File: src/rtl/fetch_unit.sv
// fetch_unit: single-outstanding instruction fetch FSM feeding decode.
// Define FETCH_TIMEOUT_EN to add the REQ-state wait timeout and fetch_err.
module fetch_unit #(
    parameter logic [15:0] RESET_PC       = 16'h0000,
    parameter logic [3:0]  HALT_OP        = 4'hF,
    parameter int          TIMEOUT_CYCLES = 16
) (
    input  logic        clk,
    input  logic        rst_n,
    input  logic [15:0] pc_next,
    output logic [15:0] pc_cur,
    output logic        imem_req,
    output logic [15:0] imem_addr,
    input  logic        imem_ack,
    input  logic [15:0] imem_data,
    output logic [15:0] instr,
    output logic        instr_valid,
    input  logic        instr_ready,
    input  logic        flush,
    input  logic [15:0] flush_pc,
    output logic        halted,
    output logic [15:0] fetch_count,
    output logic        fetch_err
);

    typedef enum logic [1:0] {
        S_IDLE,
        S_REQ,
        S_HOLD,
        S_HALT
    } state_t;

    state_t state;

    assign imem_addr = pc_cur;

`ifdef FETCH_TIMEOUT_EN
    logic [15:0] tcnt;
`else
    // TIMEOUT_CYCLES only matters when the timeout is built in
    assign fetch_err = (TIMEOUT_CYCLES < 0);
`endif

    always_ff @(posedge clk or negedge rst_n) begin
        if (!rst_n) begin
            state       <= S_IDLE;
            pc_cur      <= RESET_PC;
            instr       <= 16'h0000;
            instr_valid <= 1'b0;
            imem_req    <= 1'b0;
            halted      <= 1'b0;
            fetch_count <= 16'h0000;
`ifdef FETCH_TIMEOUT_EN
            fetch_err   <= 1'b0;
            tcnt        <= 16'h0000;
`endif
        end else begin
            case (state)
                S_IDLE: begin
                    if (flush) pc_cur <= flush_pc;
                    imem_req <= 1'b1;
                    state    <= S_REQ;
                end
                S_REQ: begin
                    if (flush) begin
                        pc_cur <= flush_pc;
`ifdef FETCH_TIMEOUT_EN
                        tcnt   <= 16'h0000;
`endif
                    end else if (imem_ack) begin
                        instr       <= imem_data;
                        instr_valid <= 1'b1;
                        imem_req    <= 1'b0;
                        state       <= S_HOLD;
`ifdef FETCH_TIMEOUT_EN
                        tcnt        <= 16'h0000;
`endif
                    end
`ifdef FETCH_TIMEOUT_EN
                    else if (tcnt == 16'(TIMEOUT_CYCLES - 1)) begin
                        fetch_err <= 1'b1;
                        halted    <= 1'b1;
                        imem_req  <= 1'b0;
                        tcnt      <= 16'h0000;
                        state     <= S_HALT;
                    end else begin
                        tcnt <= tcnt + 16'd1;
                    end
`endif
                end
                S_HOLD: begin
                    if (flush) begin
                        pc_cur      <= flush_pc;
                        instr_valid <= 1'b0;
                        imem_req    <= 1'b1;
                        state       <= S_REQ;
                    end else if (instr_ready) begin
                        pc_cur      <= pc_next;
                        fetch_count <= fetch_count + 16'd1;
                        instr_valid <= 1'b0;
                        if (instr[15:12] == HALT_OP) begin
                            halted <= 1'b1;
                            state  <= S_HALT;
                        end else begin
                            imem_req <= 1'b1;
                            state    <= S_REQ;
                        end
                    end
                end
                S_HALT: begin
                    state <= S_HALT;
                end
                default: begin
                    state <= S_IDLE;
                end
            endcase
        end
    end

endmodule

File: config.mk
export PLATFORM = sky130hd
export DESIGN_NAME = fetch_unit
export DESIGN_NICKNAME = d
export VERILOG_FILES = /design/src/rtl/fetch_unit.sv
export SDC_FILE = /design/constraint.sdc
export NUM_CORES = 1
export LEC_CHECK = 0
export CORE_MARGIN = 10
export CORE_UTILIZATION = 36
export CTS_BUF_LIST = sky130_fd_sc_hd__clkbuf_4 sky130_fd_sc_hd__clkbuf_8 sky130_fd_sc_hd__clkbuf_16
export DETAILED_ROUTE_END_ITERATION = 8
export GPL_ROUTABILITY_DRIVEN = 0
export GPL_TIMING_DRIVEN = 0
export PLACE_DENSITY = 0.76
export SYNTH_ARGS = -nofsm -noshare
export SYNTH_HDL_FRONTEND = slang
export SYNTH_SLANG_ARGS = --single-unit
File: constraint.sdc
create_clock -name clk -period 1.8 [get_ports clk]
set_clock_uncertainty 0.15 [all_clocks]
set_input_delay 0.18 -clock clk [delete_from_list [all_inputs] [get_ports clk]]
set_output_delay 0.18 -clock clk [all_outputs]
set_load 0.03 [all_outputs]
==> impl_metrics.tcl, run 1 <==
set metrics [dict create \
    status "finished clean" \
    grt_pass1_vias 2052 \
    crit_path_end_kind "flop" \
    ios 121 \
    cts_sinks 53 \
    grt_pass1_wl_um 10800 \
    drt_iter0_drc 47 \
    period_share 0.994 \
    fin_crit_ns 1.79 \
    grt.total_usage 0.131 \
    rows 29 \
    place_area_sq_um 3690 \
    crit_type "reg -> reg" \
    initial_core_util 0.373 \
    power_density_nw_per_um2 1470 \
    timing.final.hold_violations 0 \
    num_antenna_cells 0 \
    tightest_slew_ns 0.578 \
    synth_top_area_share 0.554 \
    design_area_sq_um 3890 \
    ys_ff_latch 53 \
    drv_slew 0 \
    ys_types 30 \
    synth_common_cells "dfrtp_1 (53), nand2_1 (21), o21ai_0 (21)" \
    synth.most_common_cell "dfrtp_1" \
    drv_cap 0 \
    fin_total_pwr_w 0.00574 \
    tritoncts "yes" \
    critPathLaunchType "flop" \
    die_y_um 102 \
    dp_hpwl_um 5390 \
    cp_data_required_time_ns 1.88 \
    cts_buffer_depth 2 \
    final_nets 390 \
    layout-drive-gt1-share 0.173 \
    route.detailed.drc 0 \
    synth-edff-count 0 \
    max_freq_mhz 559 \
    io_buffer_count 118 \
    ys_dominant_reg_cell "dfrtp_1" \
    ys.warnings.count 0 \
    core-area_sq_um 6420 \
    leakage_nw 2.03 \
    wl_um 6910 \
    grt_setup_unrepaired "true" \
    path_clk_slew_ns 0.10 \
    die-area_sq_um 10300 \
    syn_inst 204 \
    slew_headroom 0.615 \
    ant_nets 0 \
    avgRoutedWirePerCell_um 16.7 \
    avgSynthCellArea_sq_um 11.7 \
    async_reset_ff_frac 1.00 \
    peakVddDrop_mv 0.865 \
    vias 1988 \
    htree_levels 2 \
    synthTopCellsByArea "dfrtp_1 (55%), mux2_2 (8.0%), mux2i_1 (6.7%)" \
    dr.pass1.iters 4 \
    overflow 0 \
    die_x_um 102 \
    ys_seq_area_frac 0.554 \
    synth_area_leader_cell "dfrtp_1" \
    setup_tns_ns 0 \
    finalSetupViolCount 0 \
    viasPerCell 4.81 \
    antenna_found_initial 0 \
    insertion_delay_ns 0.31 \
    hold_class "in -> reg" \
    cts_buffers 5 \
    fin_hold_ws_ns 0.130 \
    netlist_area_sq_um 2390 \
    clock-root-buffer "clkbuf_8" \
    area_growth_pct 62.4 \
    synth_nets 258 \
    worstPathArrival_ns 1.87 \
    grt_start_max_net_pins 30 \
    cp_max_fo 6 \
]
-- registers in the layout, summed over array words and instances (netlist names) --
register,cells
imem_req,1
instr_valid,1
halted,1
state,2
fetch_count,16
instr,16
imem_addr,16
-- timing repair --
action                                  in CTS  in global routing
buffers inserted                             2                  3
endpoints found under the setup margin      40                 37
resized for setup                           17                 17
pin swaps                                    3                  5
hold endpoints to repair                    24                  0
cloned                                       0                  0
hold buffers                                 1                  0
-- critical path, cell delays in order, from the launching register on --
cell and delay [ns]:
dfrtp_2 0.43, or3b_1 0.36, buf_6 0.15, nor4_4 0.22
and4_1 0.25, xor2_1 0.14
-- final timing paths --
kind / start / to / slack [ns] / depth (start not counted)
setup reg to reg: state[0] / fetch_count[11] / 0.01 / 5
hold reg to reg: fetch_count[15] / fetch_count[15] / 0.32 / 1
setup / recovery: state[0] / fetch_count[11] / 0.01 / 5
min in group asynchronous: rst_n / fetch_count[13] / 0.25 / 2
hold / removal: instr_ready / state[0] / 0.13 / 3
max in group asynchronous: rst_n / state[1] / 0.69 / 3
-- per-stage QoR --
| stage | utilization | setup WS [ns] | std cells |
|---|---|---|---|
| floorplan | - | 0.0105 | 204 |
| global placement | 0.572 | -1.26 | 399 |
| detailed placement | 0.574 | -0.696 | 400 |
| CTS | 0.595 | -0.00709 | 410 |
| global route | 0.605 | -0.101 | 413 |
| finish | 0.605 | 0.0106 | 413 |
-- layer usage --
metal  GRT usage  vias up  part of all wire
li1            -      947                 -
met1       0.149      969              0.39
met2       0.223       67              0.51
met3      0.0585        5             0.093
met4      0.0297        0            0.0078
met5           0        -                 0
-- logic make-up after synthesis --
group                    Yosys count  share of synthesized area
XOR/XNOR                          15                     0.0549
adder cells (fa/ha/maj)            1                    0.00522
flip-flops                        53                      0.554
buffers and inverters             27                     0.0737
multiplexers                      33                      0.147
AND/OR/NAND/NOR                   48                      0.108
other                              1                    0.00157
AO/OA/AOI/OAI                     26                     0.0564
-- report_power, final --
part	switching (W)	total (W)	internal, W	leakage, nW
Combinational	0.00174	0.00317	0.00143	1.33
Clock	0.000382	0.000687	0.000305	0.0433
Sequential	0.000287	0.00188	0.00159	0.659
Total	0.00241	0.00574	0.00333	2.03
-- cell type report --
| cell class | count | area, sq um |
|---|---|---|
| buffer | 25 | 178 |
| clock buffer | 6 | 82.6 |
| clock inverter | 1 | 7.51 |
| fill | 539 | 2530 |
| inverter | 2 | 7.51 |
| multi-input combinational | 124 | 912 |
| sequential | 53 | 1330 |
| tap | 77 | 96.3 |
| timing repair buffer | 125 | 1280 |
-- cells in the final DEF, fill, tap and decap left out, drive strengths merged --
cell / count
dlygate4sd3: 1
o21ai: 21
or3b: 1
a21o: 1
nor2: 6
nand4: 4
dlygate4sd2: 8
nor2b: 1
a21oi: 3
nand2: 21
or4: 1
mux2i: 16
dlymetal6s2s: 17
conb: 1
clkinvlp: 1
ha: 1
nor3: 1
inv: 2
nand3: 4
dfrtp: 53
xor2: 6
mux2: 17
and4: 2
clkdlybuf4s50: 92
nand3b: 1
o21bai: 1
xnor2: 9
nor3b: 1
clkbuf: 10
buf: 28
nor4: 2
and3: 3
No activity file was read; power rests on OpenSTA's default activity.
==> run 2, diff against run 1 <==
--- a/config.mk
+++ b/config.mk
@@ -12,6 +12,7 @@
 export GPL_ROUTABILITY_DRIVEN = 0
 export GPL_TIMING_DRIVEN = 0
 export PLACE_DENSITY = 0.76
+export SLEW_MARGIN = 15
 export SYNTH_ARGS = -nofsm -noshare
 export SYNTH_HDL_FRONTEND = slang
 export SYNTH_SLANG_ARGS = --single-unit
==> run 2 against run 1 <==
Wire length down 2.2%. Worst hold slack better by 0.0052 ns. Total power down 0.40%. First-iteration DRC count fell by 36%. Sequential share of layout area barely moved. Combinational power about the same. Clock power decreased by 1%. Die area did not move. Critical path depth unchanged. Critical path type unchanged. Largest cell class unchanged.
==> impl_metrics.tcl, run 2 (synthesized netlist as in run 1, its figures left out) <==
set metrics [dict create \
    layout_commonest_cell "clkdlybuf4s50_1" \
    finalSetupViolCount 0 \
    grt_pass1_vias 2043 \
    fin_crit_ns 1.78 \
    grt_setup_unrepaired "true" \
    die-area_sq_um 10300 \
    setup_tns_ns 0 \
    avgRoutedWirePerCell_um 16.4 \
    critPathLaunch "state[0]" \
    crit_path_end_kind "flop" \
    grt_start_max_net_pins 54 \
    rows 29 \
    htree_levels 2 \
    area_growth_pct 62.2 \
    dp_hpwl_um 5260 \
    route.detailed.drc 0 \
    fin_hold_ws_ns 0.135 \
    status "finished clean" \
    drt_iter0_drc 30 \
    die_x_um 102 \
    crit_end "fetch_count[11]" \
    met3_usage 0.0538 \
    viasPerCell 4.82 \
    slew_headroom 0.560 \
    crit_type "reg -> reg" \
    period_share 0.989 \
    hold_class "in -> reg" \
    reg2reg_depth 5 \
    antenna_found_initial 0 \
    dr.pass1.iters 4 \
    cp_data_required_time_ns 1.88 \
    grt.total_usage 0.128 \
    peakVddDrop_mv 0.816 \
    cp_max_fo 6 \
    insertion_delay_ns 0.30 \
    layout-drive-gt1-share 0.185 \
    cts_buffers 5 \
    cts_buffer_depth 2 \
    wl_um 6750 \
    grt_pass1_wl_um 10700 \
    die_y_um 102 \
    cts_sinks 53 \
    ios 121 \
    final_nets 390 \
    timing.final.hold_violations 0 \
    rrSetupSlack_ns 0.02 \
    max_freq_mhz 561 \
    leakage_nw 2.04 \
    clock-root-buffer "clkbuf_8" \
    overflow 0 \
    tightest_slew_ns 0.660 \
    worstPathArrival_ns 1.86 \
    core-area_sq_um 6420 \
    r2r_end "fetch_count[11]" \
    reg2reg_from "state[0]" \
    vias 1989 \
    ant_nets 0 \
    tritoncts "yes" \
    num_antenna_cells 0 \
    io_buffer_count 118 \
    critPathLaunchType "flop" \
    path_clk_slew_ns 0.09 \
    grt.met1_usage 0.144 \
    drv_cap 0 \
    met2_usage 0.219 \
    final_cell_mix "clkdlybuf4s50_1 (91), dfrtp_1 (51), buf_4 (25)" \
    initial_core_util 0.373 \
    grt-busiest-layer "met2" \
    drv_slew 0 \
    power_density_nw_per_um2 1470 \
]
[run 2: metal layers]
layer	vias up	routed length (um)
li1	946	-
met1	967	2670
met2	69	3390
met3	7	617
met4	0	71
met5	-	0
[run 2: per-stage QoR]
stage	cell area [sq um]	cells	total power [W]	util	worst slack (ns)
after floorplan	2390	204	0.00368	-	0.0105
after global placement	3670	399	0.00510	0.572	-1.26
after detailed placement	3670	399	0.00516	0.571	-0.697
after CTS	3810	410	0.00581	0.593	-0.00216
after global routing	3880	413	0.00606	0.605	-0.108
final	3880	413	0.00571	0.605	0.0190
[run 2: how the worst min path moves through the flow]
stage | cells past startpoint | start | endpoint | slack (ns)
CTS | 3 | instr_ready | state[0] | 0.13
detailed placement | 1 | rst_n | fetch_count[12] | 0.12
global placement | 1 | halted | halted | 0.31
finish | 3 | instr_ready | state[0] | 0.13
floorplan | 0 | rst_n | fetch_count[0] | -0.27
global route | 3 | instr_ready | state[0] | 0.17
[run 2: worst max-delay path, cell delays in order (launching register included)]
cell and delay (ns):
dfrtp_2 0.43, or3b_1 0.37, buf_6 0.15, nor4_4 0.23, and4_1 0.25, xor2_1 0.14
[run 2: repair_timing]
action                     in CTS  in global routing
setup endpoints to repair      41                 45
hold endpoints to repair       53                  0
hold buffers                    1                  0
pin swaps                       3                  2
gates resized for setup        19                 23
buffers inserted                3                  3
[run 2: report_power, final]
| group | switching [W] | internal (W) | leakage (nW) |
|---|---|---|---|
| logic | 0.00174 | 0.00142 | 1.34 |
| clock network | 0.000372 | 0.000305 | 0.0433 |
| registers | 0.000284 | 0.00159 | 0.659 |
| total | 0.00239 | 0.00332 | 2.04 |
[run 2: cell type report]
class,instances,area (sq um)
repair buffers,125,1260
well taps,77,96.3
fillers,543,2540
clock inverters,1,7.51
inverters,2,7.51
multi-input cells,124,920
plain buffers,25,181
clock buffers,6,82.6
flip-flops and latches,53,1330
